<file path="src/rtl/fsm_ctrl_mw.sv">
// Control FSM for the simple RISC datapath: fetch, ALU/MOV, LDR/STR, HALT and
// an illegal-opcode/memory-timeout trap, with Moore outputs decoded from state.
module fsm_ctrl_mw #(
  parameter int MEM_WAIT   = 1,
  parameter int WAIT_LIMIT = 15,
  parameter int CNT_W      = 8
) (
  input  logic       clk,
  input  logic       reset,
  input  logic [2:0] opcode,
  input  logic [1:0] op,
  input  logic       mem_ready,
  output logic [2:0] nsel,
  output logic [3:0] vsel,
  output logic       asel,
  output logic       bsel,
  output logic       loada,
  output logic       loadb,
  output logic       loadc,
  output logic       loads,
  output logic       write,
  output logic [1:0] ALUop,
  output logic       reset_pc,
  output logic       load_pc,
  output logic       addr_sel,
  output logic       load_ir,
  output logic       load_addr,
  output logic [2:0] mem_cmd,
  output logic       halted,
  output logic       err
);

  typedef enum logic [4:0] {
    S_RST   = 5'd0,  S_IF1   = 5'd1,  S_IF2   = 5'd2,  S_UPDPC = 5'd3,
    S_DEC   = 5'd4,  S_GETA  = 5'd5,  S_GETB  = 5'd6,  S_EXEC  = 5'd7,
    S_WRC   = 5'd8,  S_MOVI  = 5'd9,  S_MGETB = 5'd10, S_MSHOW = 5'd11,
    S_LADR  = 5'd12, S_LCALC = 5'd13, S_LDAR  = 5'd14, S_LRD   = 5'd15,
    S_LWB   = 5'd16, S_SADR  = 5'd17, S_SCALC = 5'd18, S_SDAR  = 5'd19,
    S_SGETB = 5'd20, S_SPASS = 5'd21, S_SWR   = 5'd22, S_HALT  = 5'd23,
    S_ERR   = 5'd24
  } state_t;

  localparam logic [CNT_W-1:0] LIMIT_M1 = CNT_W'(WAIT_LIMIT - 1);

  state_t           state_r;
  state_t           state_next_s;
  logic [CNT_W-1:0] cnt_r;
  logic             ready_s;
  logic             wait_state_s;
  logic             timeout_s;

  assign ready_s      = (MEM_WAIT == 0) ? 1'b1 : mem_ready;
  assign wait_state_s = (state_r == S_IF1) || (state_r == S_LRD) || (state_r == S_SWR);
  // ready on the limit cycle takes priority, so timeout only matters when ready is low
  assign timeout_s    = wait_state_s && !ready_s && (cnt_r == LIMIT_M1);

  // State register
  always_ff @(posedge clk or negedge reset) begin
    if (!reset) begin
      state_r <= S_RST;
    end else begin
      state_r <= state_next_s;
    end
  end

  // Wait counter: cleared on every state change, counts stalled cycles otherwise
  always_ff @(posedge clk or negedge reset) begin
    if (!reset) begin
      cnt_r <= '0;
    end else if (state_next_s != state_r) begin
      cnt_r <= '0;
    end else if (wait_state_s && !ready_s) begin
      cnt_r <= cnt_r + CNT_W'(1);
    end else begin
      cnt_r <= cnt_r;
    end
  end

  // Next-state logic
  always_comb begin
    state_next_s = S_ERR;
    case (state_r)
      S_RST:   state_next_s = S_IF1;
      S_IF1:   begin
        if (ready_s)        state_next_s = S_IF2;
        else if (timeout_s) state_next_s = S_ERR;
        else                state_next_s = S_IF1;
      end
      S_IF2:   state_next_s = S_UPDPC;
      S_UPDPC: state_next_s = S_DEC;
      S_DEC:   begin
        case (opcode)
          3'b101:  state_next_s = S_GETA;
          3'b110:  begin
            if (op == 2'b10)      state_next_s = S_MOVI;
            else if (op == 2'b00) state_next_s = S_MGETB;
            else                  state_next_s = S_ERR;
          end
          3'b011:  state_next_s = S_LADR;
          3'b100:  state_next_s = S_SADR;
          3'b111:  state_next_s = S_HALT;
          default: state_next_s = S_ERR;
        endcase
      end
      S_GETA:  state_next_s = S_GETB;
      S_GETB:  state_next_s = S_EXEC;
      S_EXEC:  begin
        if (op == 2'b01) state_next_s = S_IF1;
        else             state_next_s = S_WRC;
      end
      S_WRC:   state_next_s = S_IF1;
      S_MOVI:  state_next_s = S_IF1;
      S_MGETB: state_next_s = S_MSHOW;
      S_MSHOW: state_next_s = S_WRC;
      S_LADR:  state_next_s = S_LCALC;
      S_LCALC: state_next_s = S_LDAR;
      S_LDAR:  state_next_s = S_LRD;
      S_LRD:   begin
        if (ready_s)        state_next_s = S_LWB;
        else if (timeout_s) state_next_s = S_ERR;
        else                state_next_s = S_LRD;
      end
      S_LWB:   state_next_s = S_IF1;
      S_SADR:  state_next_s = S_SCALC;
      S_SCALC: state_next_s = S_SDAR;
      S_SDAR:  state_next_s = S_SGETB;
      S_SGETB: state_next_s = S_SPASS;
      S_SPASS: state_next_s = S_SWR;
      S_SWR:   begin
        if (ready_s)        state_next_s = S_IF1;
        else if (timeout_s) state_next_s = S_ERR;
        else                state_next_s = S_SWR;
      end
      S_HALT:  state_next_s = S_HALT;
      S_ERR:   state_next_s = S_ERR;
      default: state_next_s = S_ERR;
    endcase
  end

  // Moore output decode
  always_comb begin
    nsel      = 3'b001;
    vsel      = 4'b0001;
    asel      = 1'b0;
    bsel      = 1'b0;
    loada     = 1'b0;
    loadb     = 1'b0;
    loadc     = 1'b0;
    loads     = 1'b0;
    write     = 1'b0;
    ALUop     = 2'b00;
    reset_pc  = 1'b0;
    load_pc   = 1'b0;
    addr_sel  = 1'b0;
    load_ir   = 1'b0;
    load_addr = 1'b0;
    mem_cmd   = 3'b001;
    halted    = 1'b0;
    err       = 1'b0;
    case (state_r)
      S_RST:   begin reset_pc = 1'b1; load_pc = 1'b1; end
      S_IF1:   begin addr_sel = 1'b1; mem_cmd = 3'b010; end
      S_IF2:   begin addr_sel = 1'b1; mem_cmd = 3'b010; load_ir = 1'b1; end
      S_UPDPC: load_pc = 1'b1;
      S_DEC:   load_pc = 1'b0;
      S_GETA, S_LADR, S_SADR: begin nsel = 3'b001; loada = 1'b1; end
      S_GETB, S_MGETB:        begin nsel = 3'b100; loadb = 1'b1; end
      S_EXEC:  begin
        loadc = 1'b1;
        ALUop = op;
        loads = (op == 2'b01);
      end
      S_WRC:   begin write = 1'b1; nsel = 3'b010; vsel = 4'b0001; end
      S_MOVI:  begin write = 1'b1; nsel = 3'b001; vsel = 4'b0100; end
      S_MSHOW, S_SPASS:       begin asel = 1'b1; loadc = 1'b1; ALUop = 2'b00; end
      S_LCALC, S_SCALC:       begin bsel = 1'b1; loadc = 1'b1; ALUop = 2'b00; end
      S_LDAR, S_SDAR:         load_addr = 1'b1;
      S_LRD:   begin addr_sel = 1'b0; mem_cmd = 3'b010; end
      S_LWB:   begin
        mem_cmd = 3'b010;
        write   = 1'b1;
        nsel    = 3'b010;
        vsel    = 4'b0010;
      end
      S_SGETB: begin nsel = 3'b010; loadb = 1'b1; end
      S_SWR:   begin addr_sel = 1'b0; mem_cmd = 3'b100; end
      S_HALT:  halted = 1'b1;
      S_ERR:   begin halted = 1'b1; err = 1'b1; end
      default: halted = 1'b0;
    endcase
  end

endmodule

</file>
<file path="config.mk">
export PLATFORM = sky130hd
export DESIGN_NAME = fsm_ctrl_mw
export DESIGN_NICKNAME = d
export VERILOG_FILES = /design/src/rtl/fsm_ctrl_mw.sv
export SDC_FILE = /design/constraint.sdc
export NUM_CORES = 1
export LEC_CHECK = 0
export BUFFER_PORTS_ARGS = -buffer_cell sky130_fd_sc_hd__buf_4
export CAP_MARGIN = 20
export CORE_UTILIZATION = 45
export CTS_BUF_LIST = sky130_fd_sc_hd__clkbuf_16
export CTS_CLUSTER_DIAMETER = 200
export CTS_CLUSTER_SIZE = 20
export DETAILED_ROUTE_END_ITERATION = 6
export GPL_TIMING_DRIVEN = 0
export PLACE_DENSITY_LB_ADDON = 0.05
export SETUP_SLACK_MARGIN = 0.2
export SYNTH_ARGS = -nofsm -noshare
export SYNTH_HDL_FRONTEND = slang
export SYNTH_SLANG_ARGS = --single-unit
</file>
<file path="constraint.sdc">
create_clock -name clk -period 2.8 [get_ports clk]
set_input_delay 0.14 -clock clk [delete_from_list [all_inputs] [get_ports clk]]
set_output_delay 0.14 -clock clk [all_outputs]
set_load 0.1 [all_outputs]
</file>
==> impl_metrics.ini <==
[status]
outcome = finished clean

[placement]
portBuffers = 32
post-dp-hpwl_um = 3570
dp.cells = 291
gp_congestion = 0.972

[cells_and_area]
num-nets-final = 264
layout-drive-gt1-share_pct = 32.4
final_util_pct = 66.4
fillers = 277
syn2layout_area_growth_pct = 35.4
multi_input_area_sq_um = 1260
antennaDiodeCount = 0
finalNonFillerCells = 297
seqCellArea_sq_um = 327

[yosys]
yosysUniqueCellTypes = 55
synth_xor_area_share_pct = 6.75
synth_mux_area_share_pct = 0
synth_area_leaders = dfrtp_1, nor2_1, nand2_1
synthAdderAreaFrac_pct = 1.61
yosys.area.top_type = dfrtp_1
yosys_warnings = 0
synth_top_family_by_area = simple AND/OR/NAND/NOR gates
synth_compound_area_share_pct = 25.4
syn_nets = 225
ys.flop_type = dfrtp_1
synthCells = 215
syn_area_per_cell_sq_um = 7.25
synth_async_sr_flop_share_pct = 100
synth-seq-cells = 13
yosys.area_share.simple_pct = 37.9
syn_area_sq_um = 1560
synth_edf_count = 0
yosysSeqAreaShare_pct = 20.9
synth_top_area_share_pct = 20.9

[global_route]
met3_usage_pct = 5.33
grt_max_degree = 14
grt-busiest-layer = met2
overflow = 0
grt_pass1_wl_um = 7620
antenna_found_initial = 0
grt_usage_pct = 28.0
grtUsageMet1_pct = 40.2
grt_use_met2_pct = 42.1
grt_pass1_vias = 1575

[timing]
fmax_ghz = 0.406
skew_ns = 0.00172
timing.final.crit_share_pct = 87.9
finalSetupTns_ns = 0
hold_viol_final = 0
maxSlewViolCount = 0
rsz0062_at_grt = true
slew_headroom_pct = 66.1
worst_pin_slew_ns = 0.507
finalSetupViolCount = 0
min_period_ns = 2.46

[setup_path]
critical_path_class = reg2out
r2r_end = cnt_r[0]
end_kind = primary output
start_kind = flip-flop
crit_required_ns = 2.66
reg2reg_from = state_r[0]
worst-r2r-cell-count = 7
cp.arrival_ns = 2.32
crit_start = state_r[2]
rrSetupSlack_ns = 0.40
path_max_fanout = 10

[cts]
cts.clk_slew.worst_paths_ns = 0.04
cts.sinks = 13
clock_latency_ns = 0.24
htree_levels = 1
root_buffer = clkbuf_16
numCtsBuffers = 3
cts_tree = done
clockBufferDepth = 2

[detailed_routing]
dr.pass1.iters = 4
wirelength_um = 4720
drc_errors = 0
detail_route.iter0.violations = 91
avgViaCountPerCell = 5.93
vias = 1762
post_drt_wl_per_cell_um = 15.9
ant_nets = 0

[floorplanning]
rows = 20
die_area_sq_um = 3700
die_h_um = 60.8
core-area_sq_um = 3180
die_x_um = 60.8
io_pins = 34
start_util_pct = 49.0

[min_path]
min_path_type = in2async

[run]
cap_violations = 0
registers in the layout, indices dropped and copies added, names as in the netlist:
signal and count:
state_r 5, cnt_r 8
kinds of logic (layout without fill, tap and decap cells):
kind of cell,count (synthesis),count (layout)
DFF,13,13
xor gates and xnor gates,12,12
and+or+nand+nor,108,108
AOI/OAI and AO/OA,56,56
buffers and inverters,23,61
other,1,1
adders and majority gates,2,2
through the flow:
step | cell area (sq um) | hold WS [ns] | setup WS, ns
after floorplan | 1720 | -0.156 | -0.0438
after global placement | 2010 | -0.0128 | 0.261
after detailed placement | 2010 | -0.0116 | 0.275
after CTS | 2100 | 0.280 | 0.277
after global routing | 2110 | 0.290 | 0.195
final | 2110 | 0.284 | 0.339
cells in the mapped netlist (2+ instances only):
cell / n
o211ai_1: 2
nand4b_1: 2
nand3_1: 6
buf_2: 6
xor2_1: 4
or3_1: 2
o21ai_0: 12
nor4_1: 2
nand3b_1: 4
dfrtp_1: 13
ha_1: 2
nor2_1: 21
and3_1: 5
nand2_1: 20
nor3_1: 14
nor3b_1: 2
xnor2_1: 8
buf_4: 3
clkbuf_1: 3
o2111ai_1: 3
and2_1: 6
inv_1: 6
a21oi_1: 11
nor2b_1: 6
a21o_1: 3
or2_2: 2
a31oi_1: 4
buf_1: 3
a211oi_1: 7
nand2b_1: 3
a32oi_1: 2
nand4_1: 4
o41ai_1: 2
routing by layer:
layer	routed length (um)	share of wire (%)
met5	0	0
met4	56	1.2
met3	438	9.3
met2	2090	44
met1	2130	45
worst max-delay path: stages, from the launching register on:
cell and delay [ns]:
dfrtp_1 0.37, buf_2 0.19, buf_2 0.20, clkbuf_4 0.22
clkbuf_8 0.20, nand3_1 0.12, o31ai_4 0.09, or3_2 0.44
buf_4 0.24
cells in the final DEF, fill, tap and decap left out, types with 2 or more instances in the layout:
cell type / synthesis / final
a21oi_1: 11 / 10
xor2_1: 4 / 4
nor2_4: 0 / 2
a21o_1: 3 / 2
nor3_4: 1 / 7
and2_1: 6 / 5
nand2b_1: 3 / 3
clkbuf_2: 0 / 2
nor2b_1: 6 / 6
and3_1: 5 / 5
nor2_1: 21 / 14
nor3_2: 0 / 2
ha_1: 2 / 2
dfrtp_1: 13 / 12
nand4_1: 4 / 4
buf_2: 6 / 6
o21ai_0: 12 / 12
nand3_1: 6 / 6
o41ai_1: 2 / 2
a31oi_1: 4 / 4
nand3b_1: 4 / 4
nor3b_1: 2 / 2
nand2_1: 20 / 20
nor4_1: 2 / 2
a211oi_1: 7 / 7
buf_4: 3 / 37
xnor2_1: 8 / 8
inv_1: 6 / 7
o2111ai_1: 3 / 3
clkbuf_16: 0 / 3
o211ai_1: 2 / 2
a32oi_1: 2 / 2
nand4b_1: 2 / 2
nor2_2: 0 / 5
nor3_1: 14 / 6
how the worst max path moves through the flow:
| stage | endpoint | depth (start not counted) | slack, ns |
|---|---|---|---|
| after floorplan | vsel[0] | 6 | -0.04 |
| after global placement | cnt_r[7] | 7 | 0.26 |
| after detailed placement | cnt_r[0] | 7 | 0.28 |
| after CTS | cnt_r[0] | 7 | 0.28 |
| after global routing | cnt_r[3] | 7 | 0.20 |
| final | loadc | 8 | 0.34 |
layout make-up:
type                       instances  area share [%]
multi-input combinational        179            59.7
buffer                            16            5.04
clock buffer                       3            3.56
tap                               44            2.61
sequential                        13            15.5
timing repair buffer              34            12.2
clock inverter                     1           0.178
inverter                           7            1.25
repair_timing:
action,4_1_cts,5_1_grt
hold buffers,1,0
resized for setup,0,2
setup buffers,0,1
endpoints found under the setup margin,0,12
hold endpoints to repair,13,0
Power is not shown: default switching activity piles up to over one toggle a cycle in this logic, so the estimate is an artifact.
